### config.mk
export PLATFORM = sky130hd
export DESIGN_NAME = ring_counter_param
export DESIGN_NICKNAME = d
export VERILOG_FILES = /design/src/rtl/ring_counter_param.sv
export SDC_FILE = /design/constraint.sdc
export NUM_CORES = 1
export LEC_CHECK = 0
export ABC_AREA = 1
export BUFFER_PORTS_ARGS = -buffer_cell sky130_fd_sc_hd__buf_2
export CORE_MARGIN = 10
export CORE_UTILIZATION = 25
export CTS_CLUSTER_SIZE = 40
export DETAILED_ROUTE_END_ITERATION = 10
export PLACE_DENSITY = 0.61
export SETUP_SLACK_MARGIN = 0.4
export SKIP_CTS_REPAIR_TIMING = 1
export SLEW_MARGIN = 10
export SYNTH_ARGS = -nofsm -noshare
export SYNTH_HDL_FRONTEND = slang
export SYNTH_SLANG_ARGS = --single-unit
export TNS_END_PERCENT = 30
### constraint.sdc
create_clock -name clk -period 1.3 [get_ports clk]
set_input_delay 0.26 -clock clk [delete_from_list [all_inputs] [get_ports clk]]
set_output_delay 0.26 -clock clk [all_outputs]
set_load 0.03 [all_outputs]
### src/rtl/ring_counter_param.sv
// Parametrised ring / Johnson counter.
// Keeps a binary position index plus a CLEARED/RUN state and decodes them into
// an N-bit one-hot (ring) or thermometer (Johnson) word. State updates on the
// falling clock edge; clearn clears everything asynchronously.
module ring_counter_param #(
    parameter int unsigned N        = 8,
    parameter int unsigned JOHNSON  = 0,
    parameter int unsigned INIT_POS = 0,
    localparam int unsigned S       = (JOHNSON != 0) ? 2 * N : N,
    localparam int unsigned PW      = $clog2(S)
) (
    input  logic          clk,
    input  logic          clearn,
    input  logic          presetn,
    input  logic          en,
    input  logic          dir,
    input  logic          load,
    input  logic [PW-1:0] load_pos,
    output logic [N-1:0]  count,
    output logic [PW-1:0] pos,
    output logic          running,
    output logic          wrap,
    output logic          err
);

    localparam logic [PW-1:0] LastPos = PW'(S - 1);
    localparam logic [PW-1:0] InitPos = PW'(INIT_POS);

    typedef enum logic [0:0] {StCleared, StRun} state_t;

    state_t        state_q, state_d;
    logic [PW-1:0] pos_q, pos_d;
    logic          wrap_q, wrap_d;
    logic          err_q, err_d;
    logic          load_ok;
    int unsigned   pos_int;

    // Index widths may exceed S when S is not a power of two.
    assign load_ok = (32'(load_pos) < S);
    assign pos_int = 32'(pos_q);

    // Next-state: preset beats load beats enable; otherwise hold.
    always_comb begin
        state_d = state_q;
        pos_d   = pos_q;
        wrap_d  = 1'b0;
        err_d   = err_q;
        if (!presetn) begin
            state_d = StRun;
            pos_d   = LastPos;
        end else if (load) begin
            if (load_ok) begin
                state_d = StRun;
                pos_d   = load_pos;
            end else begin
                // Bad load is flagged and otherwise ignored.
                err_d = 1'b1;
            end
        end else if (en) begin
            if (state_q == StCleared) begin
                // First enable only enters RUN at the start index, no step.
                state_d = StRun;
                pos_d   = InitPos;
            end else if (!dir) begin
                if (pos_q == LastPos) begin
                    pos_d  = '0;
                    wrap_d = 1'b1;
                end else begin
                    pos_d = pos_q + PW'(1);
                end
            end else begin
                if (pos_q == '0) begin
                    pos_d  = LastPos;
                    wrap_d = 1'b1;
                end else begin
                    pos_d = pos_q - PW'(1);
                end
            end
        end
    end

    // State register: falling-edge clocked, asynchronous active-low clear.
    always_ff @(negedge clk or negedge clearn) begin
        if (!clearn) begin
            state_q <= StCleared;
            pos_q   <= '0;
            wrap_q  <= 1'b0;
            err_q   <= 1'b0;
        end else begin
            state_q <= state_d;
            pos_q   <= pos_d;
            wrap_q  <= wrap_d;
            err_q   <= err_d;
        end
    end

    // Output decode: all zeros while cleared, else one-hot or thermometer.
    always_comb begin
        count = '0;
        if (state_q == StRun) begin
            for (int unsigned i = 0; i < N; i++) begin
                if (JOHNSON == 0) begin
                    count[i] = (pos_int == i);
                end else if (pos_int <= N) begin
                    count[i] = (i < pos_int);
                end else begin
                    count[i] = (i >= pos_int - N);
                end
            end
        end
    end

    assign pos     = pos_q;
    assign running = (state_q == StRun);
    assign wrap    = wrap_q;
    assign err     = err_q;

endmodule

==> results of run 1 <==
-- power breakdown --
part / switching (W) / internal, W / total (W)
sequential: 0.0000218 / 0.000168 / 0.000190
combinational: 0.000216 / 0.000168 / 0.000384
clock: 0.0000576 / 0.000116 / 0.000173
total: 0.000295 / 0.000452 / 0.000747
-- sequential cells by signal (all words and copies together), names as in the netlist --
register	count
pos	3
running	1
wrap	1
-- cell families after synthesis --
kind of cell	after synthesis	synth area share
simple gates	31	0.288
other cells	1	0.00821
buf+inv	15	0.132
compound gates	8	0.107
fa+ha+maj	7	0.192
flops	5	0.274
-- final cells by class --
cell class                      count  area, µm²  area share
Inverter                           14       57.6      0.0622
Timing Repair Buffer               34        262       0.283
Sequential cell                     5        125       0.135
Clock buffer                        4       26.3      0.0284
Tap cell                           25       31.3      0.0338
Multi-Input combinational cell     47        423       0.457
-- routing by layer --
metal  up-vias  global-route usage  wire length, µm  share of wire
met4         0              0.0587               14         0.0094
met1       245              0.0927              708           0.48
met5         -                   0                0              0
met3         2              0.0143               57          0.038
met2        18               0.112              705           0.47
li1        280                   -                -              -
-- synthesized netlist by cell type (all sizes together) --
library cell	count	area (µm²)
nor3	7	35.0
a31oi	1	6.26
dfrtn	5	125
buf	1	7.51
conb	1	3.75
a21oi	5	32.5
inv	14	52.6
nand3	1	5.00
nor2	6	22.5
ha	7	87.6
nand2	16	62.6
o21ai	2	10.0
nor4	1	6.26
-- worst paths after layout --
| kind | from | to | slack, ps | cells past startpoint |
|---|---|---|---|---|
| max | pos[1]$_DFFE_NN0P_ | count[5] | -980 | 5 |
| min | clearn | pos[1]$_DFFE_NN0P_ | 360 | 1 |
| max reg2reg | pos[0]$_DFFE_NN0P_ | pos[2]$_DFFE_NN0P_ | -150 | 9 |
| min reg2reg | pos[0]$_DFFE_NN0P_ | pos[0]$_DFFE_NN0P_ | 650 | 3 |
| max in group asynchronous | clearn | wrap$_DFF_NN0_ | 780 | 1 |
| min in group clk | pos[0]$_DFFE_NN0P_ | pos[0]$_DFFE_NN0P_ | 650 | 3 |
-- stage by stage --
step / TNS (ps) / power (W)
after CTS: -11690 / 0.000691
after floorplan: -8660 / 0.000387
after detailed placement: -9140 / 0.000502
after global placement: -8810 / 0.000496
final: -10930 / 0.000747
after global routing: -11680 / 0.000795
-- worst reg2reg max path, stage by stage, from the launching register on --
cell,delay [ps]
dfrtn_1,520
inv_2,110
buf_4,150
ha_2,180
inv_1,60
nand2_2,50
nand2_1,60
nand2_1,60
nand2_1,70
a21oi_2,50
==> results_dict.tcl, run 1 <==
set metrics [dict create \
    syn_inst 67 \
    drc 0 \
    grt_pass1_wl_um 2440 \
    path_cells "inv_2 -> ha_1 -> inv_2 -> nor3_4 -> buf_6" \
    final_cell_mix "buf_4, nand2_1, buf_2, inv_2, buf_6" \
    cts-root-buf "clkbuf_4" \
    max-vdd-ir-drop_mv 0.327 \
    run_status "finished, violations left" \
    rsz0062_at_grt "yes" \
    htreeDepth 1 \
    first_iter_violations 7 \
    io_pins 23 \
    cp-end-kind "output port" \
    cts.sinks 5 \
    avgViaCountPerCell 4.22 \
    cp-start-kind "flop" \
    cts_buffer_depth 2 \
    chipWidth_um 62.7 \
    grt_pass1_vias 562 \
    place_inst 123 \
    clock_latency_ps 250 \
    routed_wl_um 1490 \
    p_leak_nw 0.432 \
    globalplace.congestion 0.792 \
    area_growth_pct 102 \
    post-dp-hpwl_um 1230 \
    finClkSkew_ps 1.78 \
    arrival_ps 2020 \
    firstDrtPassIters 4 \
    vias 545 \
    ys_ff_latch 5 \
    row_count 15 \
    crit_family "flip-flops" \
    final_area_um2 925 \
    final_common_cell "buf_4" \
    cp_num_buf_inv 3 \
    synth_fp_nets 83 \
    final_net_count 121 \
    coreArea_um2 1730 \
    grt-ovfl-total 0 \
    track_usage 0.0754 \
    synth_warnings 0 \
    required_ps 1040 \
    ant_nets 0 \
    hold_slack_ps 356 \
    cap_violations 0 \
    pwr_density_cell_nw_per_um2 808 \
    io_buffers 21 \
    start_util 0.264 \
    cts_tree "yes" \
    numCtsBuffers 3 \
    hold_class "input pin to async pin" \
    die_area_um2 3940 \
    cp_slowest_stage_delay_ps 530 \
    die_h_um 62.7 \
    nFillCells 171 \
    final_util 0.536 \
    drv_slew 0 \
    synth_cell_types 17 \
    drive_above_1_share 0.663 \
    clkSlewWorstSetupHoldPaths_ps 30 \
    failed_checks "negative setup slack" \
    cp_slowest_cell "dfrtn_1" \
    dpl_cell_area_um2 753 \
    dp_slack_ps -818 \
    crit_fanout 5 \
    critical-path-top-cell-by-count "inv_2" \
    post_drt_wl_per_cell_um 11.5 \
    ys_seq_area_frac 0.274 \
    grt_max_degree 8 \
    syn_area_per_cell_um2 6.82 \
    antenna_found_initial 0 \
    setup_ws_ps -979 \
    syn_area_um2 457 \
    instances_no_fill 129 \
    path_class "flop to output port" \
    setup-violations-final 16 \
    final_hold_viol_count 0 \
    diodes 0 \
]
No activity file was read; power rests on OpenSTA's default activity.
==> run 2: changes to the inputs <==
--- a/config.mk
+++ b/config.mk
@@ -11,7 +11,7 @@
 export CORE_UTILIZATION = 25
 export CTS_CLUSTER_SIZE = 40
 export DETAILED_ROUTE_END_ITERATION = 10
-export PLACE_DENSITY = 0.61
+export PLACE_DENSITY = 0.54
 export SETUP_SLACK_MARGIN = 0.4
 export SKIP_CTS_REPAIR_TIMING = 1
 export SLEW_MARGIN = 10
==> run 2 against run 1 <==
Net effect: the run still ends with negative setup slack left; critical endpoint is now count[0]; hold slack worse by 13 ps; clock-buffer cell count is the same; setup slack worse by 12 ps; global-route usage is 0.11 points lower; combinational power increased by 6.8%; via count up 1.5%; sequential power hardly changed; register-to-register slack got worse by 70 ps.
==> results_dict.tcl, run 2 (synthesized netlist as in run 1, its figures left out) <==
set metrics [dict create \
    drive_above_1_share 0.644 \
    hold_slack_ps 342 \
    cts.sinks 5 \
    die_h_um 62.7 \
    grt_pass1_vias 550 \
    cp-end-kind "output port" \
    io_buffers 21 \
    diodes 0 \
    drc 0 \
    power.total_w 0.000786 \
    htreeDepth 1 \
    hold_class "input pin to async pin" \
    rsz0062_at_grt "yes" \
    pwr_density_cell_nw_per_um2 811 \
    final_cell_mix "buf_6, nand2_1, buf_4, buf_2, inv_2" \
    setup-violations-final 17 \
    seq_area_um2 125 \
    rrSetupSlack_ps -220 \
    cts_buffer_depth 2 \
    post-dp-hpwl_um 1250 \
    arrival_ps 2030 \
    final_net_count 121 \
    grt_pass1_wl_um 2390 \
    globalplace.congestion 0.754 \
    nFillCells 148 \
    firstDrtPassIters 2 \
    cts-root-buf "clkbuf_4" \
    p_leak_nw 0.448 \
    crit_fanout 4 \
    clock_latency_ps 260 \
    ant_nets 0 \
    row_count 15 \
    cap_violations 0 \
    avgViaCountPerCell 4.29 \
    final_common_cell "buf_6" \
    post_drt_wl_per_cell_um 12.1 \
    path_cells "inv_2 -> ha_4 -> inv_4 -> nor3_4 -> buf_6" \
    routed_wl_um 1570 \
    crit_family "flip-flops" \
    die_area_um2 3940 \
    first_iter_violations 8 \
    path_class "flop to output port" \
    reg2reg_depth 9 \
    max-vdd-ir-drop_mv 0.694 \
    grt_max_degree 8 \
    rr_startpoint "pos[0]$_DFFE_NN0P_" \
    cp_slowest_stage_delay_ps 550 \
    area_growth_pct 112 \
    chipWidth_um 62.7 \
    cp_num_buf_inv 3 \
    cp-start-kind "flop" \
    cts_tree "yes" \
    start_util 0.264 \
    final_hold_viol_count 0 \
    grt-ovfl-total 0 \
    failed_checks "negative setup slack" \
    required_ps 1040 \
    io_pins 23 \
    final_util 0.562 \
    largest_register_ffs 3 \
    drv_slew 0 \
    numCtsBuffers 3 \
    antenna_found_initial 0 \
    cp_slowest_cell "dfrtn_1" \
    vias 553 \
    run_status "finished, violations left" \
    rr_endpoint "pos[2]$_DFFE_NN0P_" \
    setup_ws_ps -991 \
    coreArea_um2 1730 \
    finClkSkew_ps 6.11 \
    track_usage 0.0743 \
    clkSlewWorstSetupHoldPaths_ps 40 \
    multi_input_area_um2 437 \
]
-- run 2: cell types whose count changed in the layout (fill, tap and decap cells not counted), sizes merged --
cell    before  now
clkbuf       4    5
buf         34   33
-- run 2: worst max-delay path by stage --
stage	start	endpoint	slack, ps	depth (start not counted)
finish	pos[1]$_DFFE_NN0P_	count[0]	-990	5
global route	pos[1]$_DFFE_NN0P_	count[5]	-1050	5
CTS	pos[0]$_DFFE_NN0P_	count[4]	-1080	5
detailed placement	pos[0]$_DFFE_NN0P_	count[7]	-800	5
global placement	pos[1]$_DFFE_NN0P_	count[7]	-760	5
floorplan	pos[2]$_DFFE_NN0P_	count[7]	-890	3
-- run 2: cell type report --
cell class	count	area share
Tap cell	25	0.0323
Sequential cell	5	0.129
Clock buffer	4	0.0271
Multi-Input combinational cell	47	0.450
Inverter	14	0.0645
Timing Repair Buffer	34	0.297
-- run 2: where the power goes --
part	switching, W	total (W)	internal, W	leakage (nW)
clock	0.0000676	0.000184	0.000116	0.0150
combinational	0.000224	0.000410	0.000186	0.379
sequential	0.0000241	0.000192	0.000168	0.0541
total	0.000315	0.000786	0.000471	0.448
-- run 2: stage by stage --
stage	instance area, µm²	setup slack [ps]	cells	TNS (ps)
floorplan	542	-891	67	-8660
global placement	761	-763	124	-8970
detailed placement	761	-802	124	-9150
CTS	787	-1080	128	-11820
global route	970	-1050	129	-12390
finish	970	-991	129	-11370
-- run 2: layer usage --
layer | share of wire | wire length [µm] | global-route usage | up-vias
met5 | 0 | 0 | 0 | -
met4 | 0.011 | 18 | 0.0335 | 0
met3 | 0.069 | 108 | 0.0376 | 2
met2 | 0.54 | 840 | 0.128 | 15
met1 | 0.38 | 600 | 0.0727 | 253
li1 | - | - | - | 283
==> run 3: changes to the inputs <==
--- a/config.mk
+++ b/config.mk
@@ -11,7 +11,6 @@
 export CORE_UTILIZATION = 25
 export CTS_CLUSTER_SIZE = 40
 export DETAILED_ROUTE_END_ITERATION = 10
-export PLACE_DENSITY = 0.54
 export SETUP_SLACK_MARGIN = 0.4
 export SKIP_CTS_REPAIR_TIMING = 1
 export SLEW_MARGIN = 10
==> run 3 against run 2 <==
Net effect: the flow still finishes with violations (negative setup slack); utilization increased by 1.0 points; critical path depth is the same; sequential cell count unchanged; final cell count is 3.1% higher; combinational power is 2% higher; first-iteration DRC count is 100% higher; clock skew is 2.9 ps lower; via count increased by 6.5%; setup slack improved by 16 ps; largest power group unchanged; highest routed layer unchanged.
==> results_dict.tcl, run 3 (synthesized netlist as in run 1, its figures left out) <==
set metrics [dict create \
    hold_slack_ps 347 \
    cp-end-kind "output port" \
    grt_pass1_vias 551 \
    setup_ws_ps -975 \
    setup-tns-final_ps -11050 \
    die_h_um 62.7 \
    clock_latency_ps 250 \
    clkSlewWorstSetupHoldPaths_ps 40 \
    crit_family "flip-flops" \
    track_usage 0.0806 \
    grt_pass1_wl_um 2550 \
    drc 0 \
    io_pins 23 \
    firstDrtPassIters 4 \
    area_growth_pct 116 \
    io_buffers 21 \
    cp-start-kind "flop" \
    run_status "finished, violations left" \
    finClkSkew_ps 3.25 \
    crit_fanout 5 \
    cap_violations 0 \
    final_cell_mix "buf_6, buf_4, nand2_1, buf_2, inv_2" \
    first_iter_violations 16 \
    grt_max_degree 8 \
    required_ps 1040 \
    max-vdd-ir-drop_mv 0.306 \
    setup-violations-final 17 \
    failed_checks "negative setup slack" \
    grt-ovfl-total 0 \
    row_count 15 \
    cts_buffer_depth 2 \
    cp_num_buf_inv 3 \
    avgViaCountPerCell 4.43 \
    final_hold_viol_count 0 \
    cp_slowest_stage_delay_ps 540 \
    p_leak_nw 0.457 \
    arrival_ps 2020 \
    numCtsBuffers 3 \
    post_drt_wl_per_cell_um 11.9 \
    pwr_density_cell_nw_per_um2 801 \
    vias 589 \
    drv_slew 0 \
    cts-root-buf "clkbuf_4" \
    largest_register_ffs 3 \
    die_area_um2 3940 \
    diodes 0 \
    rsz0062_at_grt "yes" \
    nFillCells 155 \
    ant_nets 0 \
    final_util 0.572 \
    chipWidth_um 62.7 \
    cts_tree "yes" \
    hold_class "input pin to async pin" \
    path_cells "inv_2 -> ha_2 -> inv_4 -> nor3_4 -> buf_6" \
    path_class "flop to output port" \
    post-dp-hpwl_um 1230 \
    htreeDepth 1 \
    cp_slowest_cell "dfrtn_1" \
    routed_wl_um 1590 \
    cts.sinks 5 \
    antenna_found_initial 0 \
    globalplace.congestion 0.732 \
    start_util 0.264 \
    drive_above_1_share 0.713 \
    final_net_count 125 \
    coreArea_um2 1730 \
]
## run 3: cell count changes in the layout (fill, tap and decap cells not counted), moves of 2 or more
cell / change
buf_2: +2
ha_4: -2
buf_4: +3
ha_2: +3
nand2_1: -2
nand2_2: +2
inv_2: +2
## run 3: through the flow
stage	total power, W	std cells	setup slack (ps)	cell area, µm²
after CTS	0.000693	129	-1140	795
after floorplan	0.000387	67	-891	542
after detailed placement	0.000509	125	-861	768
final	0.000790	133	-975	987
after global routing	0.000848	133	-1030	987
after global placement	0.000502	125	-821	768
## run 3: path summary, 6_finish.rpt
kind	startpoint	to	slack [ps]	depth (start not counted)
max in group asynchronous	clearn	pos[1]$_DFFE_NN0P_	790	1
setup reg to reg	pos[1]$_DFFE_NN0P_	pos[2]$_DFFE_NN0P_	-340	11
min in group clk	running$_DFFE_NN0P_	running$_DFFE_NN0P_	690	3
setup / recovery	pos[1]$_DFFE_NN0P_	count[5]	-980	5
hold reg to reg	running$_DFFE_NN0P_	running$_DFFE_NN0P_	690	3
hold / removal	clearn	pos[2]$_DFFE_NN0P_	350	1
## run 3: power by group
| group | total (W) | internal [W] | switching [W] |
|---|---|---|---|
| Sequential | 0.000191 | 0.000168 | 0.0000227 |
| Clock | 0.000179 | 0.000116 | 0.0000631 |
| Combinational | 0.000420 | 0.000194 | 0.000226 |
| Total | 0.000790 | 0.000478 | 0.000312 |
## run 3: final cells by class
type	count	area, µm²	area share
inverter	14	60.1	0.0608
multi-input combinational	47	432	0.437
tap	25	31.3	0.0317
clock buffer	4	26.3	0.0266
timing repair buffer	38	313	0.317
sequential	5	125	0.127
## run 3: routing by layer
layer | GRT usage | part of all wire | wire length, µm
met3 | 0.0376 | 0.057 | 90
met5 | 0 | 0 | 0
met1 | 0.0800 | 0.40 | 634
met2 | 0.137 | 0.53 | 841
met4 | 0.0419 | 0.012 | 19
